===== src/rtl/regfile_access_arbiter.sv =====
`timescale 1ns/1ps
// -----------------------------------------------------------------------------
// regfile_access_arbiter
//   Shares one register-file write port and one read port among num_req
//   requesters. Round-robin grant, valid/ready command handshake, one command
//   in flight at a time, registered read response.
//
// Ports
//   clk, reset_n      clock (rising edge), asynchronous active-low reset
//   req_valid/ready   per-requester command handshake (ready is one-hot or 0)
//   req_write         per-requester op: 1 = write, 0 = read
//   req_addr/wdata    packed per-requester address / write data
//   rsp_valid         one-cycle read-response strobe to the owning requester
//   rsp_data          shared read data, held until the next read capture
//   busy              high whenever the FSM is not idle
//   rf_*              register-file port; rf_out_data is combinational from
//                     rf_read_addr
// -----------------------------------------------------------------------------
module regfile_access_arbiter #(
    parameter  int word_width = 32,
    parameter  int length     = 128,
    parameter  int num_req    = 4,
    localparam int AW         = $clog2(length),
    localparam int PW         = $clog2(num_req)
) (
    input  logic                          clk,
    input  logic                          reset_n,
    input  logic [num_req-1:0]            req_valid,
    output logic [num_req-1:0]            req_ready,
    input  logic [num_req-1:0]            req_write,
    input  logic [num_req*AW-1:0]         req_addr,
    input  logic [num_req*word_width-1:0] req_wdata,
    output logic [num_req-1:0]            rsp_valid,
    output logic [word_width-1:0]         rsp_data,
    output logic                          busy,
    output logic                          rf_write,
    output logic                          rf_read,
    output logic [AW-1:0]                 rf_write_addr,
    output logic [AW-1:0]                 rf_read_addr,
    output logic [word_width-1:0]         rf_in_data,
    input  logic [word_width-1:0]         rf_out_data
);

    typedef enum logic [1:0] {
        S_IDLE,
        S_ISSUE,
        S_RESP
    } state_t;

    state_t                  state;
    logic [PW-1:0]           rr_ptr;
    logic [PW-1:0]           owner;

    logic                    grant_found;
    logic [PW-1:0]           grant_idx;
    logic [PW-1:0]           cand;
    logic [PW-1:0]           next_ptr;
    logic [AW-1:0]           grant_addr;
    logic [word_width-1:0]   grant_wdata;

    // Round-robin search: scan from rr_ptr upward with wrap, first valid wins.
    // NOTE: every variable driven here gets a default before any condition,
    // so no path leaves it unassigned and no latch is inferred.
    always_comb begin
        grant_found = 1'b0;
        grant_idx   = '0;
        cand        = '0;
        for (int k = 0; k < num_req; k++) begin
            cand = PW'((int'(rr_ptr) + k) % num_req);
            if (!grant_found && req_valid[cand]) begin
                grant_found = 1'b1;
                grant_idx   = cand;
            end
        end

        next_ptr    = (grant_idx == PW'(num_req - 1)) ? '0 : grant_idx + 1'b1;
        grant_addr  = req_addr[grant_idx*AW +: AW];
        grant_wdata = req_wdata[grant_idx*word_width +: word_width];

        // Ready is only offered from IDLE, and is forced low while reset is
        // asserted so every output reads zero during reset.
        req_ready = '0;
        if (reset_n && state == S_IDLE && grant_found) begin
            req_ready[grant_idx] = 1'b1;
        end
    end

    // The rf_* registers double as the command latch: loaded on the accept
    // edge, they present the command during ISSUE and clear on leaving it.
    // NOTE: state is updated with non-blocking assignments so every register
    // samples pre-edge values, independent of statement order.
    always_ff @(posedge clk or negedge reset_n) begin
        // NOTE: the data-path latches are reset along with the control state
        // because all outputs, rsp_data included, must read zero out of reset.
        if (!reset_n) begin
            state         <= S_IDLE;
            rr_ptr        <= '0;
            owner         <= '0;
            busy          <= 1'b0;
            rsp_valid     <= '0;
            rsp_data      <= '0;
            rf_write      <= 1'b0;
            rf_read       <= 1'b0;
            rf_write_addr <= '0;
            rf_read_addr  <= '0;
            rf_in_data    <= '0;
        end else begin
            case (state)
                S_IDLE: begin
                    if (grant_found) begin
                        state  <= S_ISSUE;
                        busy   <= 1'b1;
                        owner  <= grant_idx;
                        rr_ptr <= next_ptr;
                        if (req_write[grant_idx]) begin
                            rf_write      <= 1'b1;
                            rf_write_addr <= grant_addr;
                            rf_in_data    <= grant_wdata;
                        end else begin
                            rf_read      <= 1'b1;
                            rf_read_addr <= grant_addr;
                        end
                    end
                end

                S_ISSUE: begin
                    rf_write      <= 1'b0;
                    rf_read       <= 1'b0;
                    rf_write_addr <= '0;
                    rf_read_addr  <= '0;
                    rf_in_data    <= '0;
                    if (rf_read) begin
                        rsp_data         <= rf_out_data;
                        rsp_valid[owner] <= 1'b1;
                        state            <= S_RESP;
                    end else begin
                        busy  <= 1'b0;
                        state <= S_IDLE;
                    end
                end

                S_RESP: begin
                    rsp_valid <= '0;
                    busy      <= 1'b0;
                    state     <= S_IDLE;
                end

                default: begin
                    rsp_valid <= '0;
                    busy      <= 1'b0;
                    state     <= S_IDLE;
                end
            endcase
        end
    end

endmodule

===== config.mk =====
export PLATFORM = sky130hd
export DESIGN_NAME = regfile_access_arbiter
export DESIGN_NICKNAME = d
export VERILOG_FILES = /design/src/rtl/regfile_access_arbiter.sv
export SDC_FILE = /design/constraint.sdc
export NUM_CORES = 1
export LEC_CHECK = 0
export CAP_MARGIN = 20
export CORE_MARGIN = 8
export CORE_UTILIZATION = 45
export DETAILED_ROUTE_END_ITERATION = 8
export GPL_TIMING_DRIVEN = 0
export PLACE_DENSITY = 0.92
export SYNTH_ARGS = -nofsm -noshare
export SYNTH_HDL_FRONTEND = slang
export SYNTH_SLANG_ARGS = --single-unit

===== constraint.sdc =====
create_clock -name clk -period 3 [get_ports clk]
set_input_delay 0.3 -clock clk [delete_from_list [all_inputs] [get_ports clk]]
set_output_delay 0.3 -clock clk [all_outputs]
set_load 0.01 [all_outputs]

---- Word-level counts from Yosys, hierarchy flattened ----
Cells that the tools add are included.
cells by class
  muxes and demuxes ....................... 47
  multiply operators ...................... 1
  add/sub/neg operators ................... 4
  shift-type cells ........................ 2
  bitwise operators ....................... 2
  magnitude comparators ................... 8
  equality and inequality tests ........... 7
  reductions and logical operators ........ 18
operators with widths
  operator               count
  $shiftx A128 B8 Y32    1
  $mux W32               2
  $pmux W32 S2           1
  $mux W7                4
  $pmux W7 S2            2
  $shiftx A28 B6 Y7      1
  $lt A2 B3 Y1 const B   6
  $mux W1                17
  $mux W2                7
  $bmux W1 S2            5
  $mux W4                2
  $ne A2 B2 Y1 const B   4
  $pmux W4 S2            1
  $reduce_and A2 Y1      4
  $logic_and A1 B1 Y1    7
  $pmux W1 S2            3
  $reduce_and A3 Y1      2
  $mul A2 B3 Y5 const B  1
  $add A2 B1 Y2 const B  2
  $add A2 B2 Y2 const B  2
  $demux W1 S2           2
  $ge A2 B1 Y1 const B   2
  $or A4 B4 Y4           1
  $pmux W2 S2            1
  7 further kinds        9
word-level totals
  flip-flop bits (word level) ............. 91
  input port bits ......................... 198

---- Depth between registers and ports, before layout ----
  depth in word-level cells ............... 17
  depth in mapped cells ................... 8
  gate-level depth less buffers ........... 7

---- Worst setup path after synthesis ----
No wires, ideal clock.
  path type ............................... flip-flop to flip-flop
  start point ............................. register rr_ptr[1]
  end point ............................... register rf_in_data[30]
  stages on the path, launching flop included .. 9
  required time ........................... 2.849 ns
  path slack .............................. 0.916 ns
  arrival ................................. 1.933 ns
  library setup time ...................... 0.151 ns
  cell sequence ........................... dfrtp_1 > and2_1 > o211a_4 > buf_6 > nor2_8 > buf_4 > mux2_2 > o221ai_1 > o221ai_1
on the way
  cells in the longest elaborated chain, start to end .. 16
  elaborated cells on any way between the ends .. 34
  classes of those cells .................. add/sub: 3; eq/ne: 2; shift: 1; mux: 21; reduce/logical: 7
ends and longest elaborated chain
  what                                                                    line     source
  from (decl)                                                             51       logic [PW-1:0] rr_ptr;
  from (signal assigned)                                                  114      rr_ptr <= next_ptr;
  parallel branches: the longest is 11 deep, another holds $add A2 B1 Y2  --
  $mux W2 *                                                               70       if (!grant_found && req_valid[cand]) begin
  net grant_idx[1]                                                        55       logic [PW-1:0] grant_idx;
  $shiftx A128 B8 Y32 / $bmux W1 S2 (equally long branches)               78, 115
  $mux W32 / $mux W1 (equally long branches)                              115      if (req_write[grant_idx]) begin
  $mux W32 / $ne A2 B1 Y1 (equally long branches)                         --
  $pmux W32 S2 / $reduce_and A3 Y1 (equally long branches)                --
  to (signal assigned)                                                    118      rf_in_data <= grant_wdata;
  to (decl)                                                               40       output logic [word_width-1:0] rf_in_data,
Mark *: on every way through the listed nets, which the timed path passes. The select of a mux whose other input is x is not followed.
A chain may end at the register's enable or synchronous reset.

---- Final worst setup path ----
  start point ............................. register rr_ptr[1]
  end point ............................... output req_ready[2]
on the way
  cells in the longest elaborated chain, start to end .. 17
  elaborated cells on any way between the ends .. 32
  classes of those cells .................. add/sub: 3; order compare: 2; mux: 19; reduce/logical: 8
ends and longest elaborated chain
  what                                                                       line  source
  parallel branches: the longest is 11 deep, another holds $add A2 B1 Y2     --
  $mux W2 *                                                                  70
  net grant_idx[1]                                                           55
  $lt A2 B3 Y1 (not written as such) / $ge A2 B1 Y1 (equally long branches)  84    req_ready[grant_idx] = 1'b1;
  $logic_and A1 B1 Y1 (not written as such)                                  84
  $mux W1 (not written as such)                                              84
  $demux W1 S2 *                                                             84
  $mux W4 *                                                                  83    if (reset_n && state == S_IDLE && grant_found) begin
  to (decl)                                                                  29    output logic [num_req-1:0] req_ready,
Marked as above.

==> flow_summary.toml <==
[final_layout]
fin_cells = 1081
final_area_um2 = 9460
drive_gt1_share_pct = 20.8
layout.nets = 1100
final_core_util_pct = 72.0
fillers = 957
area_growth_pct = 58.0

[sta]
period_share_pct = 95.1
drv_slew = 0
slew_headroom_pct = 47.8
worstMarginPinSlew_ps = 783
fin_skew_ps = 5.57
setup_viol = 0
hold_viol = 0
fmax_mhz = 350
fin_crit_ps = 2850
rsz0062_at_grt = "no"
setup-tns-final_ps = 0
fin_ws_ps = 147
whs_ps = 469

[grt]
grt_pass1_wl_um = 38200
grt_pass1_vias = 6782
grt.overflow.total = 0
antenna_found_initial = 1
grtUsageTotal_pct = 27.7
grt_max_degree = 64

[clock_network]
cts_buffers = 9
h-tree-depth = 3
clock-root-buffer = "clkbuf_16"
clock_path_buffers = 2
cts_tree = "done"
cts.sinks = 91
clk_pin_slew_ps = 70
clk_latency_ps = 350

[route]
drt-pass1-iter-count = 5
antenna_left = 0
drc_errors = 0
via_per_inst = 5.83
wl_per_cell_um = 22.6
wl_met1_um = 9760
top_layer = "met4"
num_vias = 6298
drtIter0Drc = 508
wl_um = 24500
met2WireLength_um = 11600
wl_met3_um = 2350

[worst_setup_path]
cp.required_ps = 2700
setup.worst_path.class = "reg -> out"
rr_worst_depth = 8
critical-path-slowest-cell = "clkdlybuf4s50_1"
end_kind = "primary output"
crit_fanout = 11
worstSetupStartpointType = "flip-flop"
worst_ep_arrival_time_ps = 2550
reg2reg_from = "rr_ptr[1]$_DFFE_PN0P_"
r2r-end = "rf_write_addr[2]$_DFFE_PN0P_"
reg2reg_slack_ps = 270
cpPeakStageDelay_ps = 550
crit_chain = "and2_4 -> o211a_4 -> buf_6 -> nor2_8 -> buf_8 -> ha_1 -> and3_1 -> clkdlybuf4s50_1"

[run]
max_cap_viol_count = 0

[yosys]
yosys.area_share.adder_pct = 0.836
yosysSeqAreaShare_pct = 38.0
synth_xor_area_share_pct = 0
synthSimpleGateAreaFrac_pct = 17.5
yosysTopAreaCellShare_pct = 38.0
synth_seq_cells = 91
synth_edf_count = 0
yosysWarningCount = 0
yosysTopAreaCell = "dfrtp_1"
synth_top_family_by_area = "compound AO/OA/AOI/OAI gates"
synthMuxAreaShare_pct = 12.4
yosysMostFrequentCell = "nand3_1"
synth_common_cells = "108 x nand3_1, 91 x dfrtp_1, 63 x mux2_2, 60 x o221ai_2, 48 x o21ai_0"
syn_avg_cell_area_um2 = 10.0
synth_compound_area_share_pct = 25.6
ys_async_sr_fraction_pct = 100
synthesis.nets = 799
netlist_area_um2 = 5990
synth_area_leaders = "dfrtp_1 38%, o221ai_2 15%, mux2_2 12%, nand3_1 9.0%, o21ai_0 4.0%"
syn_inst = 597
dominantRegCellSynth = "dfrtp_1"
synth_cell_types = 44

[place]
place_ws_ps = -549
port_buffers = 286
gp_congestion = 0.882
placed_cells = 1060
dp.final_hpwl_um = 18500
place_area_um2 = 9090

[die]
die_w_um = 131
die_h_um = 131
dieArea_um2 = 17300
ioPinCount = 287
start_util_pct = 45.6
fp-row-count = 42
coreArea_um2 = 13100

[power_and_ir_drop]
p_leak_nw = 3.63
ir_worst_vdd_mv = 0.650
p_per_area_nw_per_um2 = 907
finalPower_mw = 8.58

[status]
status = "finished clean"

[min_path]
hold_path.class = "in -> async"
==> sequential cells by signal, summed over array words and instances, names as in the netlist <==
register       flops
rf_in_data        32
rsp_data          32
rf_read_addr       7
rf_write_addr      7
rsp_valid          4
owner              2
rr_ptr             2
state              2
busy               1
rf_read            1
rf_write           1
==> area by class of cell <==
cell class              instances  area (um^2)  area share [%]
flip-flops and latches         91         2280            24.1
inverters                       9         33.8           0.357
multi-input cells             435         3380            35.8
well taps                     176          220            2.33
diodes                          2         5.00          0.0529
plain buffers                  62          325            3.44
clock buffers                  10          239            2.53
repair buffers                290         2920            30.9
clock inverters                 6         47.5           0.503
==> cells in the final DEF (no fill, tap or decap), drive strengths merged, types with 3 or more instances in the layout <==
cell	count
dlymetal6s2s	5
a21oi	20
ha	4
nor3	3
mux2	65
o21ai	50
and3	4
clkbuf	41
buf	35
nand2	37
dfrtp	91
o221ai	64
clkdlybuf4s50	279
inv	11
clkinv	3
o211ai	16
nand3	108
nand2b	34
nor2	7
==> per-layer routing <==
metal,vias to the layer above,track usage (%)
met5,-,0
met1,3025,32.3
met3,58,8.65
met4,0,11.0
li1,2855,-
met2,360,46.6
==> critical path: cells and delay by family, from the launching register on <==
family / cells / cell delay, ps
AO/OA/AOI/OAI: 1 / 270
AND/OR/NAND/NOR: 3 / 440
buffers and inverters: 3 / 880
adder cells (fa/ha/maj): 1 / 140
flip-flops: 1 / 460
==> what timing repair did <==
action / in CTS / in global routing
hold endpoints to repair: 30 / 0
gates resized for setup: 8 / 8
pin swaps: 1 / 1
buffers inserted: 2 / 0
hold buffers: 1 / 0
endpoints found under the setup margin: 4 / 4
==> worst max path at each step <==
stage | cells after the start | startpoint | to | slack [ps]
after floorplan | 8 | rr_ptr[1]$_DFFE_PN0P_ | rf_in_data[30]$_DFFE_PN0P_ | 920
after global placement | 3 | reset_n | req_ready[0] | -2340
after detailed placement | 8 | req_valid[1] | req_ready[3] | -550
after CTS | 10 | req_valid[2] | req_ready[1] | 20
after global routing | 8 | rr_ptr[1]$_DFFE_PN0P_ | req_ready[2] | 80
final | 8 | rr_ptr[1]$_DFFE_PN0P_ | req_ready[2] | 150
==> cells by family (layout without fill, tap and decap cells) <==
kind of cell / Yosys count / in the layout
buf+inv: 71 / 377
flops: 91 / 91
simple gates: 203 / 203
compound gates: 162 / 162
fa+ha+maj: 4 / 4
other cells: 0 / 2
mux: 66 / 66
==> power breakdown <==
| part | internal, mW | switching (mW) |
|---|---|---|
| combinational | 2.55 | 2.81 |
| clock | 0.592 | 0.518 |
| sequential | 1.75 | 0.356 |
(Power assumes the default switching activity.)
